File: config.mk
export PLATFORM = sky130hd
export DESIGN_NAME = dds_fcw_sweep_flat
export DESIGN_NICKNAME = d
export VERILOG_FILES = /design/src/rtl/dds_fcw_sweep_if.sv /design/src/rtl/dds_fcw_sweep.sv /design/src/flat_wrapper.sv
export SDC_FILE = /design/constraint.sdc
export NUM_CORES = 1
export LEC_CHECK = 0
export BUFFER_PORTS_ARGS = -buffer_cell sky130_fd_sc_hd__buf_2
export CAP_MARGIN = 0
export CORE_ASPECT_RATIO = 1.25
export CORE_MARGIN = 4
export CORE_UTILIZATION = 35
export CTS_CLUSTER_SIZE = 30
export DETAILED_ROUTE_END_ITERATION = 10
export PLACE_DENSITY_LB_ADDON = 0.2
export RECOVER_POWER = 25
export SYNTH_ARGS = -nofsm -noshare
export SYNTH_HDL_FRONTEND = slang
export SYNTH_SLANG_ARGS = --single-unit
File: constraint.sdc
create_clock -name CLK -period 10 [get_ports CLK]
set_clock_uncertainty 0.1 [all_clocks]
set_input_delay 0 -clock CLK [delete_from_list [all_inputs] [get_ports CLK]]
set_output_delay 0 -clock CLK [all_outputs]
set_load 0.03 [all_outputs]
File: src/rtl/dds_fcw_sweep_if.sv
// Control and status bundle between a sweep controller and the DDS FCW generator.
// Master drives the sweep configuration; slave returns the FCW and status.
interface dds_fcw_sweep_if #(
  parameter int ACC_BITS   = 32,
  parameter int DWELL_BITS = 16
);
  logic                  start;
  logic                  abort;
  logic [1:0]            mode;
  logic [ACC_BITS-1:0]   fcw_start;
  logic [ACC_BITS-1:0]   fcw_stop;
  logic [ACC_BITS-1:0]   fcw_step;
  logic [DWELL_BITS-1:0] dwell;
  logic [ACC_BITS-1:0]   FCW;
  logic                  fcw_update;
  logic                  busy;
  logic                  done;
  logic                  sweep_dir;

  modport master (
    output start, abort, mode, fcw_start, fcw_stop, fcw_step, dwell,
    input  FCW, fcw_update, busy, done, sweep_dir
  );

  modport slave (
    input  start, abort, mode, fcw_start, fcw_stop, fcw_step, dwell,
    output FCW, fcw_update, busy, done, sweep_dir
  );
endinterface

File: src/rtl/dds_fcw_sweep.sv
// Linear FCW sweep generator (single chirp / sawtooth / triangle) feeding the DDS
// phase accumulator; each FCW value is held dwell+1 cycles plus a one-cycle step decision.
module dds_fcw_sweep #(
  parameter int ACC_BITS   = 32,
  parameter int DWELL_BITS = 16
) (
  input  logic CLK,
  input  logic RST,
  dds_fcw_sweep_if.slave bus
);

  typedef enum logic [1:0] {S_IDLE, S_HOLD, S_STEP} state_t;

  state_t                state_q, state_d;
  logic [ACC_BITS-1:0]   fcw_q, fcw_d;
  logic                  upd_q, upd_d;
  logic                  busy_q, busy_d;
  logic                  done_q, done_d;
  logic                  dir_q, dir_d;
  logic [DWELL_BITS-1:0] cnt_q, cnt_d;

  logic [1:0]            mode_q, mode_d;
  logic [ACC_BITS-1:0]   start_q, start_d;
  logic [ACC_BITS-1:0]   stop_q, stop_d;
  logic [ACC_BITS-1:0]   step_q, step_d;
  logic [DWELL_BITS-1:0] dwell_q, dwell_d;

  logic is_saw, is_tri, degen;

  // Guard-bit add, saturating at the stop value.
  function automatic logic [ACC_BITS-1:0] step_up(
    input logic [ACC_BITS-1:0] cur,
    input logic [ACC_BITS-1:0] inc,
    input logic [ACC_BITS-1:0] lim
  );
    logic [ACC_BITS:0] nxt;
    nxt = {1'b0, cur} + {1'b0, inc};
    if (nxt >= {1'b0, lim}) return lim;
    return nxt[ACC_BITS-1:0];
  endfunction

  // Guard-bit subtract, saturating at the start value.
  function automatic logic [ACC_BITS-1:0] step_down(
    input logic [ACC_BITS-1:0] cur,
    input logic [ACC_BITS-1:0] dec,
    input logic [ACC_BITS-1:0] lim
  );
    logic [ACC_BITS:0] nxt;
    nxt = {1'b0, cur} - {1'b0, dec};
    if (nxt[ACC_BITS] || (nxt[ACC_BITS-1:0] <= lim)) return lim;
    return nxt[ACC_BITS-1:0];
  endfunction

  assign is_saw = (mode_q == 2'b01);
  assign is_tri = (mode_q == 2'b10);
  // Empty or inverted range, or zero step: the sweep never leaves fcw_start.
  assign degen  = (stop_q <= start_q) || (step_q == '0);

  always_comb begin
    state_d = state_q;
    fcw_d   = fcw_q;
    upd_d   = 1'b0;
    busy_d  = busy_q;
    done_d  = 1'b0;
    dir_d   = dir_q;
    cnt_d   = cnt_q;
    mode_d  = mode_q;
    start_d = start_q;
    stop_d  = stop_q;
    step_d  = step_q;
    dwell_d = dwell_q;

    case (state_q)
      S_IDLE: begin
        if (bus.start && !bus.abort) begin
          mode_d  = bus.mode;
          start_d = bus.fcw_start;
          stop_d  = bus.fcw_stop;
          step_d  = bus.fcw_step;
          dwell_d = bus.dwell;
          fcw_d   = bus.fcw_start;
          upd_d   = 1'b1;
          busy_d  = 1'b1;
          dir_d   = 1'b0;
          cnt_d   = '0;
          state_d = S_HOLD;
        end
      end
      S_HOLD: begin
        if (cnt_q == dwell_q) state_d = S_STEP;
        else                  cnt_d   = cnt_q + DWELL_BITS'(1);
      end
      S_STEP: begin
        cnt_d   = '0;
        state_d = S_HOLD;
        if (degen) begin
          if (!is_saw && !is_tri) begin
            done_d  = 1'b1;
            busy_d  = 1'b0;
            state_d = S_IDLE;
          end
        end else if (!dir_q) begin
          if (fcw_q == stop_q) begin
            if (is_saw) begin
              fcw_d = start_q;
            end else if (is_tri) begin
              dir_d = 1'b1;
              fcw_d = step_down(fcw_q, step_q, start_q);
            end else begin
              done_d  = 1'b1;
              busy_d  = 1'b0;
              state_d = S_IDLE;
            end
          end else begin
            fcw_d = step_up(fcw_q, step_q, stop_q);
          end
        end else begin
          if (fcw_q == start_q) begin
            dir_d = 1'b0;
            fcw_d = step_up(fcw_q, step_q, stop_q);
          end else begin
            fcw_d = step_down(fcw_q, step_q, start_q);
          end
        end
        upd_d = (fcw_d != fcw_q);
      end
      default: state_d = S_IDLE;
    endcase

    if (bus.abort && (state_q != S_IDLE)) begin
      state_d = S_IDLE;
      fcw_d   = fcw_q;
      upd_d   = 1'b0;
      busy_d  = 1'b0;
      done_d  = 1'b0;
      dir_d   = 1'b0;
    end
  end

  always_ff @(posedge CLK) begin
    if (RST) begin
      state_q <= S_IDLE;
      fcw_q   <= '0;
      upd_q   <= 1'b0;
      busy_q  <= 1'b0;
      done_q  <= 1'b0;
      dir_q   <= 1'b0;
      cnt_q   <= '0;
    end else begin
      state_q <= state_d;
      fcw_q   <= fcw_d;
      upd_q   <= upd_d;
      busy_q  <= busy_d;
      done_q  <= done_d;
      dir_q   <= dir_d;
      cnt_q   <= cnt_d;
    end
  end

  // Latched sweep configuration: only meaningful once a sweep has started.
  always_ff @(posedge CLK) begin
    mode_q  <= mode_d;
    start_q <= start_d;
    stop_q  <= stop_d;
    step_q  <= step_d;
    dwell_q <= dwell_d;
  end

  assign bus.FCW        = fcw_q;
  assign bus.fcw_update = upd_q;
  assign bus.busy       = busy_q;
  assign bus.done       = done_q;
  assign bus.sweep_dir  = dir_q;

endmodule
File: src/flat_wrapper.sv
// flat-port wrapper written by rule: the top's interface ports become plain ports
module dds_fcw_sweep_flat 
#(
  parameter int ACC_BITS   = 32,
  parameter int DWELL_BITS = 16
)
  (CLK, RST, bus_start, bus_abort, bus_mode, bus_fcw_start, bus_fcw_stop, bus_fcw_step, bus_dwell, bus_FCW, bus_fcw_update, bus_busy, bus_done, bus_sweep_dir);
  dds_fcw_sweep_if #(.ACC_BITS(ACC_BITS), .DWELL_BITS(DWELL_BITS)) bus_i ();
  input  logic CLK;
  input  logic RST;
  input wire logic [$bits(bus_i.start)-1:0] bus_start;
  input wire logic [$bits(bus_i.abort)-1:0] bus_abort;
  input wire logic [$bits(bus_i.mode)-1:0] bus_mode;
  input wire logic [$bits(bus_i.fcw_start)-1:0] bus_fcw_start;
  input wire logic [$bits(bus_i.fcw_stop)-1:0] bus_fcw_stop;
  input wire logic [$bits(bus_i.fcw_step)-1:0] bus_fcw_step;
  input wire logic [$bits(bus_i.dwell)-1:0] bus_dwell;
  output wire logic [$bits(bus_i.FCW)-1:0] bus_FCW;
  output wire logic [$bits(bus_i.fcw_update)-1:0] bus_fcw_update;
  output wire logic [$bits(bus_i.busy)-1:0] bus_busy;
  output wire logic [$bits(bus_i.done)-1:0] bus_done;
  output wire logic [$bits(bus_i.sweep_dir)-1:0] bus_sweep_dir;
  assign bus_i.start = bus_start;
  assign bus_i.abort = bus_abort;
  assign bus_i.mode = bus_mode;
  assign bus_i.fcw_start = bus_fcw_start;
  assign bus_i.fcw_stop = bus_fcw_stop;
  assign bus_i.fcw_step = bus_fcw_step;
  assign bus_i.dwell = bus_dwell;
  assign bus_FCW = bus_i.FCW;
  assign bus_fcw_update = bus_i.fcw_update;
  assign bus_busy = bus_i.busy;
  assign bus_done = bus_i.done;
  assign bus_sweep_dir = bus_i.sweep_dir;
  dds_fcw_sweep #(.ACC_BITS(ACC_BITS), .DWELL_BITS(DWELL_BITS)) u_core (.CLK(CLK), .RST(RST), .bus(bus_i));
endmodule
=== After elaboration in Yosys (flattened, before gate mapping) ===
Cells that the tools add are included.

* Add/sub/neg operators: 3
* Order comparisons: 3
* Equality and inequality tests: 17
* Muxes and demuxes: 71
* Bitwise gates (word level): 2
* Reductions and logical operators: 21

{| class="wikitable"
|+ Operators by type and width
! operator !! number
|-
| two-way mux 32 bit || 14
|-
| equality test 32 bit || 2
|-
| less-or-equal comparator 32 bit || 2
|-
| case mux 32 bit (2 select lines) || 1
|-
| case mux 16 bit (3 select lines) || 1
|-
| two-way mux 1 bit || 43
|-
| adder 32 x 32 -> 33 bit || 1
|-
| greater-or-equal comparator 33 x 32 -> 1 bit || 1
|-
| subtractor 32 x 32 -> 33 bit || 1
|-
| logical NOT 32 bit || 1
|-
| two-way mux 16 bit || 2
|-
| != test 32 bit || 1
|-
| adder 16 x 1 -> 16 bit, second input constant || 1
|-
| equality test 16 bit || 1
|-
| two-way mux 2 bit || 6
|-
| != test 3 bit, second input constant || 4
|-
| AND reduction 3 bit || 3
|-
| AND reduction 7 bit || 1
|-
| case mux 1 bit (2 select lines) || 3
|-
| case mux 2 bit (3 select lines) || 1
|-
| equality test 2 x 1 -> 1 bit, second input constant || 2
|-
| equality test 2 bit, second input constant || 2
|-
| != test 2 x 1 -> 1 bit, second input constant || 2
|-
| != test 2 bit, second input constant || 2
|-
| other kinds (11) || 19
|}

* Bits in registers: 168
* Input port bits: 118
* Output and inout bits: 36
* Logic and storage cells: 129

=== Depth between registers and ports, before layout ===
* Depth after elaboration: 19
* Mapped depth: 29
* Mapped depth without buffers: 25

=== Least setup slack after synthesis ===
No wires, ideal clock.

* Kind: reg-to-reg
* Start point: reg u_core.fcw_q[4], in the netlist u_core.bus.FCW[4]
* End point: reg u_core.upd_q, in the netlist u_core.bus.fcw_update
* Library setup time: 120 ps
* Arrival time: 5,998 ps
* Required time: 9,780 ps
* Path slack: 3,783 ps
* Cell stages (with the launch flop): 25
* Buffers on the path: 1
* Clock period less this slack: 6,217 ps
* Cells stage by stage: dfxtp_1 ha_1 buf_4 nand2b_1 a211oi_1 a311oi_2 a221oi_2 o211ai_1 a211oi_1 a21oi_1 xnor2_1 ha_1 nand4_1 a2111oi_0 a221oi_1 a21boi_0 o31ai_2 nand2_4 mux2i_1 a221o_1 a221o_1 a2111o_1 o41ai_2 nand4_1 o31a_1

* Longest elaborated chain between the ends: 19
* Elaborated cells on any way between the ends: 40
* Those cells by class: add/sub: 2; order compare: 2; eq/ne: 3; mux: 32; reduce/logical: 1

{| class="wikitable"
|+ Ends and longest elaborated chain
! item !! RTL line !! source
|-
| from (decl) || dds_fcw_sweep.sv:15 || <nowiki>logic [ACC_BITS-1:0] fcw_q, fcw_d;</nowiki>
|-
| from (signal assigned) || dds_fcw_sweep.sv:151 || <nowiki>fcw_q <= fcw_d;</nowiki>
|-
| subtractor 32 x 32 -> 33 bit || dds_fcw_sweep.sv:49 || <nowiki>nxt = {1'b0, cur} - {1'b0, dec};</nowiki>
|-
| less-or-equal comparator 32 bit || dds_fcw_sweep.sv:50 || <nowiki>if (nxt[ACC_BITS] || (nxt[ACC_BITS-1:0] <= lim)) return lim;</nowiki>
|-
| logical OR 1 bit || dds_fcw_sweep.sv:50 ||
|-
| two-way mux 1 bit || dds_fcw_sweep.sv:50 ||
|-
| two-way mux 1 bit || dds_fcw_sweep.sv:106 || <nowiki>end else if (is_tri) begin</nowiki>
|-
| two-way mux 1 bit || dds_fcw_sweep.sv:104 || <nowiki>if (is_saw) begin</nowiki>
|-
| two-way mux 1 bit || dds_fcw_sweep.sv:103 || <nowiki>if (fcw_q == stop_q) begin</nowiki>
|-
| two-way mux 1 bit || dds_fcw_sweep.sv:102 || <nowiki>end else if (!dir_q) begin</nowiki>
|-
| [... 3 more ...] || n/a ||
|-
| two-way mux 32 bit || dds_fcw_sweep.sv:106 ||
|-
| two-way mux 32 bit || dds_fcw_sweep.sv:104 ||
|-
| two-way mux 32 bit || dds_fcw_sweep.sv:103 ||
|-
| two-way mux 32 bit || dds_fcw_sweep.sv:102 ||
|-
| two-way mux 32 bit || dds_fcw_sweep.sv:96 || <nowiki>if (degen) begin</nowiki>
|-
| two-way mux 32 bit || dds_fcw_sweep.sv:73 || <nowiki>case (state_q)</nowiki>
|-
| != test 32 bit * || dds_fcw_sweep.sv:125 || <nowiki>upd_d = (fcw_d != fcw_q);</nowiki>
|-
| case mux 1 bit (2 select lines) * || dds_fcw_sweep.sv:73 ||
|-
| to (signal assigned) || dds_fcw_sweep.sv:152 || <nowiki>upd_q <= upd_d;</nowiki>
|-
| to (decl) || dds_fcw_sweep.sv:16 || <nowiki>logic upd_q, upd_d;</nowiki>
|}

Mark *: on every way between the ends. The rest lies on a longest branch, timed or not. The select of a mux whose other input is x is not followed.
A chain may end at the register's enable or synchronous reset.

=== Final worst setup path ===
* Start point: reg u_core.fcw_q[12], in the netlist u_core.bus.FCW[12]
* End point: reg u_core.upd_q, in the netlist u_core.bus.fcw_update

Same word-level chain as after synthesis.

==> flow_summary.toml <==
[clock_tree]
clk_path_buf_depth = 2
path_clk_slew_ns = 0.08
cts_tree = "done"
cts.repair.resized = 0
h-tree-depth = 4
root_buffer = "clkbuf_16"
clkLatencyLatePin_ns = 0.49
cts_inserted_buffers = 17
cts.sinks = 168
cts_hold_buf = 117
cts_setup_buffers = 0

[synth]
ys_warn_count = 0
synth_area_mm2 = 0.0163
synth_top_cells_by_area = "edfxtp_1, ha_1, dfxtp_1, xnor2_1, a21oi_1"
synth_top_area_share_pct = 21.0
ys_seq_area_share_pct = 27.6
synth_ff_type = "edfxtp_1"
syn_nets = 2219
synth_seq_cells = 168
yosys.area.top_type = "edfxtp_1"
ys_async_sr_fraction_pct = 0
synth_cells = 1936
synth_edf_count = 114
yosysUniqueCellTypes = 111
synth.avg_cell_area_um2 = 8.41

[routing]
via_per_inst = 6.16
met1_length_mm = 31.7
via_count = 16900
drtIter0Drc = 2041
drc = 0
dr_wl_met2_mm = 35.0
routedWlPerCell_um = 27.9
ant_nets = 0
wl_met3_mm = 5.71
highest_layer = "met5"
wl_mm = 76.9
drt_first_pass_iters = 8

[layout]
design_area_mm2 = 0.0193
layout_common_cells = "a21oi_1, ha_1, inv_1"
finalNetCount = 2437
final_common_cell = "a21oi_1"
fill_cells = 4607
syn_to_final_growth_pct = 18.7
n_antenna_cell = 0
layout-drive-gt1-share_pct = 12.7

[global_routing]
grt.total_usage_pct = 29.8
grt_pass1_wl_mm = 112
grt_pass1_vias = 16600
grt_max_degree = 62
antenna_found_initial = 1
overflow = 0

[placed_design]
globalplace.congestion = 1.04
port_buffers = 153
dp_hpwl_mm = 60.8
place_area_mm2 = 0.0176

[die]
core_area_mm2 = 0.0461
die_w_um = 201
num_rows = 88
num_io_pins = 154
die_area_mm2 = 0.0501
initial_core_util_pct = 35.3
die_y_um = 249

[hold_path]
whs_endpoint = "u_core.step_q[21]"
min_from = "bus_fcw_step[21]"
min-delay-path-class = "input port to flop"
whs_path_depth = 2

[power_and_ir_drop]
ir_worst_vdd_mv = 0.123
power_density_mw_per_mm2 = 123
p_leak_uw = 0.00779

[timing]
relSlewSlack_pct = 13.5
setup_viol = 0
finalCriticalPeriod_ns = 8.53
slew_viol_final = 0
tightest_slew_ns = 1.29
fmax_ghz = 0.117
finalSetupTns_ns = 0
finalCritPeriodShare_pct = 85.3
hold_viol = 0
rsz0062_at_grt = "false"

[worst_setup_path]
cp_max_fo = 32
crit_slowest_cell = "o41ai_1"
ff2ff_path_depth = 23
crit_arrival_ns = 8.81
critical_path_class = "flop to flop"
end_kind = "flop"
worstReg2RegStart = "u_core.bus.FCW[12]"
cp.required_ns = 10.27
slowest_delay_ns = 0.70
startpoint_type = "flop"
r2r-end = "u_core.bus.fcw_update"
critPathMostFrequentCell = "a21oi_1"
ff2ff_setup_slack_ns = 1.47
path_cells = "ha_1, a21oi_1, o31ai_1, a41oi_1, nor2_1, a21oi_1, o41ai_1, a21o_1, a21oi_1, xnor2_1, ha_1, nand4_1, nor4_1, nor2b_1, a31o_1, nand2_2, a311o_1, a221o_1, a221o_1, a2111o_1, o41ai_2, nand4_1, o31a_1"

[job]
maxCapViolCount = 0

[status]
status = "finished, final reports clean"
synth_stat cells, types with 17 or more instances:
master and n:
a211oi_1 40, a21o_1 20, a21oi_1 167, a22oi_1 22, a31oi_1 17, buf_2 22
clkbuf_1 65, dfxtp_1 54, edfxtp_1 114, ha_1 163, inv_1 149, mux2i_1 17
nand2_1 124, nand2b_1 25, nand3_1 31, nand4_1 53, nor2_1 144, nor2b_1 18
nor3_1 55, nor4_1 32, o211ai_1 37, o21ai_0 97, o31ai_1 17, xnor2_1 110
xor2_1 33
cell families after synthesis:
group | count (synthesis) | synth area share, %
AOI/OAI and AO/OA | 614 | 26.2
and+or+nand+nor | 559 | 17.5
buffers and inverters | 265 | 6.77
DFF | 168 | 27.6
adders and majority gates | 165 | 12.8
xor gates and xnor gates | 144 | 7.79
muxes | 21 | 1.34
flip-flops by register name, summed over array words and instances (netlist names), 2 cells and up:
name,count
u_core.bus.FCW,32
u_core.start_q,32
u_core.step_q,32
u_core.stop_q,32
u_core.cnt_q,16
u_core.dwell_q,16
u_core.mode_q,2
u_core.state_q,2
where the power goes:
| part | leakage (µW) | internal, µW | switching, µW | total (µW) |
|---|---|---|---|---|
| clock network | 0.000299 | 342 | 358 | 700 |
| registers | 0.00150 | 777 | 52.1 | 829 |
| logic | 0.00599 | 296 | 549 | 845 |
| total | 0.00779 | 1420 | 959 | 2370 |
per-stage QoR:
step	worst slack, ns	utilization, %	total power (µW)	hold WS (ns)	std cells
after floorplan	3.78	-	1320	-0.00113	1936
after global placement	1.78	38.1	1620	0.0762	2603
after detailed placement	1.68	38.1	1620	0.0781	2603
after CTS	1.65	42.0	2370	0.0805	2752
after global routing	1.05	41.9	2470	0.119	2752
final	1.47	41.9	2370	0.120	2752
worst max-delay path by stage:
| stage | from | end | slack [ns] | depth (start not counted) |
|---|---|---|---|---|
| floorplan | u_core.bus.FCW[4] | u_core.bus.fcw_update | 3.78 | 24 |
| global placement | u_core.bus.FCW[10] | u_core.bus.fcw_update | 1.78 | 22 |
| detailed placement | u_core.bus.FCW[10] | u_core.bus.fcw_update | 1.68 | 22 |
| CTS | u_core.bus.FCW[10] | u_core.bus.fcw_update | 1.65 | 22 |
| global route | u_core.bus.FCW[12] | u_core.bus.fcw_update | 1.05 | 23 |
| finish | u_core.bus.FCW[12] | u_core.bus.fcw_update | 1.47 | 23 |
layout make-up:
type | count | area [µm²] | area share, %
clock buffer | 17 | 425 | 2.20
clock inverter | 15 | 196 | 1.02
inverter | 155 | 584 | 3.02
multi-input combinational | 1503 | 10700 | 55.2
sequential | 168 | 4500 | 23.3
tap | 585 | 732 | 3.78
timing repair buffer | 309 | 2210 | 11.4
routing by layer:
| metal | GRT usage (%) | vias to the layer above |
|---|---|---|
| met5 | 0 | - |
| met4 | 15.1 | 2 |
| met3 | 4.70 | 188 |
| met2 | 48.2 | 869 |
| met1 | 38.5 | 8213 |
| li1 | - | 7674 |
critical path, delay by kind of cell, from the launching register on:
kind            cells  cell delay, ns
compound gates     14            4.63
simple gates        6            1.91
fa+ha+maj           2            0.90
flops               1            0.68
xor+xnor            1            0.17
No activity file was read; power rests on OpenSTA's default activity.
